**config.mk**
```make
export PLATFORM = sky130hd
export DESIGN_NAME = rr_sel_arbiter8_flat
export DESIGN_NICKNAME = d
export VERILOG_FILES = /design/src/rtl/rr_sel_arbiter8_pkg.sv /design/src/rtl/rr_sel_arbiter8_if.sv /design/src/rtl/rr_sel_arbiter8_pick8.sv /design/src/rtl/rr_sel_arbiter8.sv /design/src/flat_wrapper.sv
export SDC_FILE = /design/constraint.sdc
export NUM_CORES = 1
export LEC_CHECK = 0
export ABC_AREA = 0
export CAP_MARGIN = 20
export CORE_MARGIN = 3
export CORE_UTILIZATION = 55
export CTS_BUF_LIST = sky130_fd_sc_hd__clkbuf_8 sky130_fd_sc_hd__clkbuf_16
export DETAILED_ROUTE_END_ITERATION = 10
export GPL_TIMING_DRIVEN = 0
export PLACE_DENSITY = 0.78
export SLEW_MARGIN = 40
export SYNTH_ARGS = -nofsm -noshare
export SYNTH_HDL_FRONTEND = slang
export SYNTH_SLANG_ARGS = --single-unit
```
**constraint.sdc**
```tcl
create_clock -name clk -period 4 [get_ports clk]
set_input_delay 1.2 -clock clk [delete_from_list [all_inputs] [get_ports clk]]
set_output_delay 1.2 -clock clk [all_outputs]
set_load 0.01 [all_outputs]
```
**src/rtl/rr_sel_arbiter8_pkg.sv**
```systemverilog
// -----------------------------------------------------------------------------
// rr_sel_arbiter8_pkg
// Shared constants and types for the 8-way round-robin grant-index arbiter.
//   NUM_REQ : number of requesters
//   IDX_W   : width of a requester index (grant_idx_out, pointer)
//   HOLD_W  : width of the saturating grant-hold counter
//   state_e : arbiter FSM state encoding
// -----------------------------------------------------------------------------
package rr_sel_arbiter8_pkg;

    localparam int NUM_REQ = 8;
    localparam int IDX_W   = 3;
    localparam int HOLD_W  = 8;

    typedef enum logic {
        ST_IDLE  = 1'b0,
        ST_GRANT = 1'b1
    } state_e;

endpackage : rr_sel_arbiter8_pkg

```
**src/rtl/rr_sel_arbiter8_if.sv**
```systemverilog
// -----------------------------------------------------------------------------
// rr_sel_arbiter8_if
// Request/grant bundle between the requesters and the arbiter.
//   req_in          : request vector, bit i = requester i
//   done_in         : current owner releases its grant
//   grant_idx_out   : index of the granted requester (to the 3-to-8 decoder)
//   grant_valid_out : grant_idx_out is a live grant
//   timeout_out     : one-cycle pulse, grant was force-released by the watchdog
// Modports:
//   slave  : the arbiter side (consumes requests, drives grants)
//   master : the requester/system side (drives requests, observes grants)
// -----------------------------------------------------------------------------
interface rr_sel_arbiter8_if;
    import rr_sel_arbiter8_pkg::*;

    logic [NUM_REQ-1:0] req_in;
    logic               done_in;
    logic [IDX_W-1:0]   grant_idx_out;
    logic               grant_valid_out;
    logic               timeout_out;

    modport slave (
        input  req_in,
        input  done_in,
        output grant_idx_out,
        output grant_valid_out,
        output timeout_out
    );

    modport master (
        output req_in,
        output done_in,
        input  grant_idx_out,
        input  grant_valid_out,
        input  timeout_out
    );

endinterface : rr_sel_arbiter8_if

```
**src/rtl/rr_sel_arbiter8_pick8.sv**
```systemverilog
// -----------------------------------------------------------------------------
// rr_pick8
// Combinational rotate-priority picker. Returns the first set request bit found
// scanning upward from ptr, wrapping from 7 back to 0.
//   req : request vector
//   ptr : index with highest priority this round
//   idx : winning requester index (meaningful only when any=1)
//   any : at least one request is set
// -----------------------------------------------------------------------------
module rr_pick8
    import rr_sel_arbiter8_pkg::*;
(
    input  logic [NUM_REQ-1:0] req,
    input  logic [IDX_W-1:0]   ptr,
    output logic [IDX_W-1:0]   idx,
    output logic               any
);

    logic [2*NUM_REQ-1:0] req_dbl;
    logic [NUM_REQ-1:0]   req_rot;
    logic [IDX_W-1:0]     pos;

    // Rotating the doubled vector right by ptr puts requester ptr at bit 0,
    // so a plain LSB-first search implements the wrapping scan.
    assign req_dbl = {req, req} >> ptr;
    assign req_rot = req_dbl[NUM_REQ-1:0];

    // NOTE: combinational logic uses blocking '=' so each loop iteration sees
    // the previous one's result; clocked state uses '<=' instead.
    always_comb begin
        pos = '0;
        // Walk downward so the lowest set bit is the last (winning) write.
        for (int i = NUM_REQ - 1; i >= 0; i--) begin
            if (req_rot[i]) begin
                pos = IDX_W'(i);
            end
        end
    end

    // Undo the rotation; the IDX_W-bit add wraps modulo 8 for free.
    assign idx = pos + ptr;
    assign any = |req;

endmodule : rr_pick8

```
**src/rtl/rr_sel_arbiter8.sv**
```systemverilog
// -----------------------------------------------------------------------------
// rr_sel_arbiter8
// Round-robin arbiter for 8 requesters producing a registered grant index and
// valid flag for a downstream 3-to-8 one-hot decoder. Grants are held until the
// owner signals done, drops its request, or the hold-time watchdog fires. Every
// grant is followed by at least one invalid cycle (break-before-make on the
// decoded bus), and the pointer moves past the last owner so it is served last
// if it re-requests while others are waiting.
//   clk : rising-edge clock
//   rst : synchronous active-high reset
//   bus : request/grant bundle (slave modport)
// Parameter:
//   MAX_HOLD : max consecutive grant cycles before forced release (0..255),
//              0 disables the watchdog
// -----------------------------------------------------------------------------
module rr_sel_arbiter8
    import rr_sel_arbiter8_pkg::*;
#(
    parameter int unsigned MAX_HOLD = 16
)(
    input  logic                 clk,
    input  logic                 rst,
    rr_sel_arbiter8_if.slave     bus
);

    localparam logic [HOLD_W-1:0] MAX_HOLD_C = HOLD_W'(MAX_HOLD);
    localparam logic              WD_EN      = (MAX_HOLD != 0);

    state_e            state_q, state_d;
    logic [IDX_W-1:0]  ptr_q,   ptr_d;
    logic [HOLD_W-1:0] hold_q,  hold_d;
    logic [IDX_W-1:0]  idx_q,   idx_d;
    logic              timeout_q, timeout_d;

    logic [IDX_W-1:0]  pick_idx;
    logic              pick_any;
    logic              rel_done;
    logic              rel_drop;
    logic              rel_wd;
    logic              release_now;

    rr_pick8 u_pick (
        .req (bus.req_in),
        .ptr (ptr_q),
        .idx (pick_idx),
        .any (pick_any)
    );

    // Release causes while granted. Only the owner's request bit matters;
    // other requesters changing their bits mid-grant have no effect.
    assign rel_done    = bus.done_in;
    assign rel_drop    = ~bus.req_in[idx_q];
    assign rel_wd      = WD_EN && (hold_q == MAX_HOLD_C);
    assign release_now = rel_done | rel_drop | rel_wd;

    // NOTE: every variable written here gets a default first, so no path
    // leaves it unassigned and no latch is inferred.
    always_comb begin
        state_d   = state_q;
        ptr_d     = ptr_q;
        hold_d    = hold_q;
        idx_d     = idx_q;
        timeout_d = 1'b0;

        unique case (state_q)
            ST_IDLE: begin
                if (pick_any) begin
                    state_d = ST_GRANT;
                    idx_d   = pick_idx;
                    hold_d  = HOLD_W'(1);
                end
            end

            ST_GRANT: begin
                if (release_now) begin
                    state_d   = ST_IDLE;
                    ptr_d     = idx_q + IDX_W'(1);
                    hold_d    = '0;
                    // Owner-initiated release wins over the watchdog: no pulse.
                    timeout_d = rel_wd & ~rel_done & ~rel_drop;
                end else if (hold_q != {HOLD_W{1'b1}}) begin
                    // Saturation only matters with the watchdog disabled.
                    hold_d = hold_q + HOLD_W'(1);
                end
            end

            default: begin
                state_d = ST_IDLE;
            end
        endcase
    end

    always_ff @(posedge clk) begin
        if (rst) begin
            state_q   <= ST_IDLE;
            ptr_q     <= '0;
            hold_q    <= '0;
            idx_q     <= '0;
            timeout_q <= 1'b0;
        end else begin
            state_q   <= state_d;
            ptr_q     <= ptr_d;
            hold_q    <= hold_d;
            idx_q     <= idx_d;
            timeout_q <= timeout_d;
        end
    end

    // All outputs come straight from flops; grant_valid_out is the state bit.
    assign bus.grant_idx_out   = idx_q;
    assign bus.grant_valid_out = (state_q == ST_GRANT);
    assign bus.timeout_out     = timeout_q;

endmodule : rr_sel_arbiter8

```
**src/flat_wrapper.sv**
```systemverilog
// flat-port wrapper written by rule: the top's interface ports become plain ports
module rr_sel_arbiter8_flat import rr_sel_arbiter8_pkg::*;
#(
    parameter int unsigned MAX_HOLD = 16
)
  (clk, rst, bus_req_in, bus_done_in, bus_grant_idx_out, bus_grant_valid_out, bus_timeout_out);
  rr_sel_arbiter8_if bus_i ();
  input  logic clk;
  input  logic rst;
  input wire logic [$bits(bus_i.req_in)-1:0] bus_req_in;
  input wire logic [$bits(bus_i.done_in)-1:0] bus_done_in;
  output wire logic [$bits(bus_i.grant_idx_out)-1:0] bus_grant_idx_out;
  output wire logic [$bits(bus_i.grant_valid_out)-1:0] bus_grant_valid_out;
  output wire logic [$bits(bus_i.timeout_out)-1:0] bus_timeout_out;
  assign bus_i.req_in = bus_req_in;
  assign bus_i.done_in = bus_done_in;
  assign bus_grant_idx_out = bus_i.grant_idx_out;
  assign bus_grant_valid_out = bus_i.grant_valid_out;
  assign bus_timeout_out = bus_i.timeout_out;
  rr_sel_arbiter8 #(.MAX_HOLD(MAX_HOLD)) u_core (.clk(clk), .rst(rst), .bus(bus_i));
endmodule
```
### Word-level counts from Yosys, hierarchy flattened

Index checks and enable logic that the tools add are counted.

| storage, ports and cells | value |
|---|---|
| memory bits (read-only) | 0 |
| output and inout bits | 5 |
| bits in latches | 0 |
| memories kept | 0 |
| bits in registers | 16 |
| memory bits (writable) | 0 |

| operators by class | value |
|---|---|
| bitwise operators | 8 |
| shift operators | 1 |
| mux-type cells | 17 |
| order comparisons | 1 |
| equality and inequality tests | 4 |
| multiply operators | 0 |
| div/mod/pow operators | 0 |
| reduce and logical (&&, ||, !) cells | 5 |
| $add $sub $neg | 3 |

Operators with widths:

| cell | count |
|---|---|
| $mux 3 | 8 |
| $mux 8 | 3 |
| $pmux 8 s2 | 1 |
| $shr 16x3->8 | 1 |
| $add 8x1->8 const B | 1 |
| $eq 8x5->1 const B | 1 |
| $ne 8x8->1 const B | 1 |
| $reduce_or 8->1 | 1 |
| $reduce_and 2->1 | 3 |
| $lt 3x4->1 const B | 1 |
| $not 1->1 | 4 |
| $add 3x1->3 const B | 1 |
| $add 3x3->3 | 1 |
| $bmux 1 s3 | 1 |
| $mux 1 | 3 |
| $ne 3x3->1 const B | 1 |
| $reduce_or 3->1 | 1 |
| $and 1x1->1 | 2 |
| $ne 2x1->1 const B | 1 |
| $or 1x1->1 | 2 |
| $pmux 1 s2 | 1 |

### Longest topological paths before layout

| logic depth | value |
|---|---|
| depth after elaboration | 10 |
| depth in mapped cells | 14 |

### Modules after synthesis

From an unflattened synthesis, not the netlist that was laid out.

| second synthesis, totals | value |
|---|---|
| cells, all modules | 169 |
| area, all modules | 1536.5 um2 |

By module, submodules not included:

| module | instances | area an instance (um2) | sequential area each (um2) | cells each |
|---|---|---|---|---|
| rr_sel_arbiter8 | 1 | 1017.2 | 320.3 | 119 |
| rr_pick8 | 1 | 519.2 | 0.0 | 50 |

### Worst setup path after synthesis

OpenSTA, ideal clock, no wires.

| path | value |
|---|---|
| path type | input-to-reg |
| from | input bus_req_in[5] |
| to | register u_core.idx_q[2], in the netlist u_core.bus.grant_idx_out[2] |
| arrival | 3500 ps |
| buffers on the path | 0 |
| slack | 364 ps |
| stages on the path | 12 |
| required time | 3864 ps |
| cell sequence | mux4_2 > nor2b_1 > nor3_1 > a21oi_1 > o31ai_1 > ha_1 > inv_1 > fa_1 > xnor2_1 > nand2_1 > a2111oi_0 > a211oi_1 |

| on the way | value |
|---|---|
| longest elaborated chain between the ends | 10 |
| elaborated cells on any way between the ends | 12 |

RTL lines:

| element | line | text |
|---|---|---|
| start: declaration | flat_wrapper.sv:10 | `input wire logic [$bits(bus_i.req_in)-1:0] bus_req_in;` |
| $shr 16x3->8 | rr_sel_arbiter8_pick8.sv:25 | `assign req_dbl = {req, req} >> ptr;` |
| $mux 3 (8 in a row) | rr_sel_arbiter8_pick8.sv:34 | `if (req_rot[i]) begin` |
| $add 3x3->3 | rr_sel_arbiter8_pick8.sv:41 | `assign idx = pos + ptr;` |
| end signal: assignment | rr_sel_arbiter8.sv:104 | `idx_q <= idx_d;` |
| end: declaration | rr_sel_arbiter8.sv:32 | `logic [IDX_W-1:0] idx_q, idx_d;` |

Parallel ways exist; a longest one is shown, timed or not.
A chain may end at the register's enable or synchronous reset.

### Worst setup path after layout

| path | value |
|---|---|
| from | input bus_req_in[7] |
| to | register u_core.idx_q[2], in the netlist u_core.bus.grant_idx_out[2] |

Same word-level chain as after synthesis.

==> impl_metrics.json <==
{
  "p_int_uw": 415,
  "die_area_sq_um": 3480,
  "r2r_start": "u_core.ptr_q[1]$_SDFFE_PP0P_",
  "crit_path_top_delay_cell": "mux4_2",
  "io_buffer_count": 13,
  "synth_cells": 162,
  "grt_pass1_wl_um": 6180,
  "initial_core_util_pct": 60.1,
  "seqPwrFrac_pct": 30.2,
  "worstPathCellList": "dlygate4sd2_1 > nor2_1 > mux4_2 > mux2i_1 > o21bai_1 > fa_1 > xnor2_2 > nand2_1 > a2111oi_4 > a211oi_1",
  "vias": 1398,
  "period_share_pct": 96.2,
  "hold_violations": 0,
  "drc": 0,
  "root_buffer": "clkbuf_8",
  "cp-end-kind": "register",
  "max_slew_margin_pct": 54.6,
  "clock_skew_ps": 0.516,
  "clockBufferDepth": 2,
  "p_sw_share_pct": 36.2,
  "grt_pass1_vias": 1374,
  "slowest_delay_ps": 480,
  "area_growth_pct": 15.7,
  "async_flop_share_pct": 0,
  "syn_area_per_cell_sq_um": 9.52,
  "vdd_drop_max_mv": 0.300,
  "crit_fanout": 7,
  "via_per_inst": 6.69,
  "netSwitchingPower_uw": 236,
  "grt_max_degree": 11,
  "required_ps": 4130,
  "cts.sinks": 16,
  "final_max_slew_viol_count": 0,
  "grt_overflow_total": 0,
  "path_clk_slew_ps": 60,
  "cts_setup_buffers": 0,
  "setup.worst_path.start_class": "primary input",
  "core.rowCount": 18,
  "fmax_ghz": 0.260,
  "drv_cap": 0,
  "setup_viol": 0,
  "power_uw": 651,
  "drive_gt1_share_pct": 24.6,
  "gp_congestion": 0.904,
  "die_y_um": 59.0,
  "ant_nets": 0,
  "ys_seq_area_share_pct": 20.8,
  "synth_nets": 178,
  "arrival_ps": 3980,
  "core_sq_um": 2570,
  "syn_area_sq_um": 1540,
  "fin_nets": 196,
  "drt_iter0_drc": 95,
  "hold_ws_ps": 506,
  "yosys-top-cells-area": "mux4_2, dfxtp_1, a21oi_1",
  "synth_top_area_cell": "mux4_2",
  "antenna_found_initial": 0,
  "power_frac_clock_pct": 22.0,
  "wire_per_inst_um": 18.0,
  "synth_ff_type": "dfxtp_1",
  "gr-usage-all-layers_pct": 23.1,
  "powerDensity_nw_per_um2": 365,
  "dr.pass1.iters": 4,
  "synth.top_cell.area_share_pct": 21.9,
  "synth_edf_count": 0,
  "rsz0062_at_grt": "false",
  "path_class": "in2reg",
  "combPwrFrac_pct": 47.8,
  "cts_max_level": 1,
  "n_antenna_cell": 0,
  "period_needed_ps": 3850,
  "p_leak_uw": 0.000631,
  "die_x_um": 59.0,
  "startpoint": "bus_req_in[7]",
  "synth_seq_cells": 16,
  "pin_count": 16,
  "outcome": "finished, final reports clean",
  "yosysWarnings": 0,
  "dp_hpwl_um": 2830,
  "final_cell_mix": "nor2_1, dfxtp_1, mux4_2",
  "cts_buffers": 3,
  "hp-class": "reg2reg",
  "wirelength_um": 3760,
  "final_common_cell": "nor2_1",
  "insertion_delay_ps": 250,
  "ys_types": 44,
  "worstMarginPinSlew_ps": 678,
  "cts_tree": "done",
  "min_from": "u_core.hold_q[6]$_SDFFE_PP0P_"
}
[logic make-up (layout without fill, tap and decap cells)]
kind of cell	count (synthesis)	in the layout	share of synthesized area, %
flops	16	16	20.8
fa+ha+maj	5	5	4.54
compound gates	43	43	19.1
simple gates	51	51	17.9
mux	25	25	30.4
buf+inv	20	37	6.08
xor+xnor	2	2	1.14
[metrics by stage]
stage                     area, sq um  setup TNS [ps]  worst slack (ps)  instances  utilization, %
after floorplan                  1540               0               364        162               -
after global placement           1710            -476              -476        205            66.6
after detailed placement         1710            -500              -500        205            66.6
after CTS                        1760               0              33.5        209            68.5
after global routing             1780               0              12.4        209            69.5
final                            1780               0               153        209            69.5
[power groups by stage]
| stage | registers, uW | clock network (uW) | logic [uW] |
|---|---|---|---|
| after floorplan | 199 | 0 | 213 |
| after global placement | 198 | 0 | 278 |
| after detailed placement | 200 | 0 | 288 |
| after CTS | 196 | 146 | 288 |
| after global routing | 199 | 157 | 337 |
| final | 197 | 143 | 311 |
[cells in the mapped netlist (3+ instances only)]
cell,count
nor4_1,4
clkbuf_1,3
nand3_1,3
nor2b_1,4
ha_1,4
mux4_2,15
o21bai_1,3
o31ai_1,3
nor2_1,17
nor3_1,4
inv_1,11
nand2_1,7
dfxtp_1,16
o21ai_0,4
a211oi_1,7
a21oi_1,14
mux2i_1,6
[worst paths after layout]
| kind | slack (ps) | endpoint | cells past startpoint |
|---|---|---|---|
| setup / recovery | 150 | u_core.bus.grant_idx_out[2]$_SDFFE_PP0P_ | 10 |
| hold / removal | 510 | u_core.hold_q[6]$_SDFFE_PP0P_ | 2 |
| setup reg to reg | 540 | u_core.bus.grant_idx_out[2]$_SDFFE_PP0P_ | 14 |
| hold reg to reg | 510 | u_core.hold_q[6]$_SDFFE_PP0P_ | 2 |
[critical path: cells and delay by family]
| family | cells | cell delay [ps] |
|---|---|---|
| AOI/OAI and AO/OA | 3 | 620 |
| xor gates and xnor gates | 1 | 160 |
| adders and majority gates | 1 | 460 |
| buffers and inverters | 1 | 350 |
| muxes | 2 | 870 |
| and+or+nand+nor | 2 | 310 |
[sequential cells by signal, indices dropped and copies added (netlist names)]
| signal | cells |
|---|---|
| u_core.bus.grant_valid_out | 1 |
| u_core.hold_q | 8 |
| u_core.bus.grant_idx_out | 3 |
| u_core.bus.timeout_out | 1 |
| u_core.ptr_q | 3 |
[per-layer routing]
metal / track usage, % / vias to the layer above / share of wire, %
met4: 2.91 / 0 / 0.82
met3: 4.61 / 5 / 5.9
met1: 33.1 / 681 / 46
met5: 0 / - / 0
li1: - / 671 / -
met2: 37.4 / 41 / 47
[area by class of cell]
| type | instances | area [sq um] |
|---|---|---|
| Buffer | 8 | 48.8 |
| Clock buffer | 4 | 55.1 |
| Fill cell | 221 | 783 |
| Inverter | 12 | 45.0 |
| Multi-Input combinational cell | 126 | 1170 |
| Sequential cell | 16 | 320 |
| Tap cell | 30 | 37.5 |
| Timing Repair Buffer | 13 | 104 |
[timing repair]
item / CTS / global route
endpoints found under the setup margin: 1 / 1
pin swaps: 0 / 3
hold buffers: 0 / 0
gates resized for setup: 7 / 17
(Power assumes the default switching activity.)
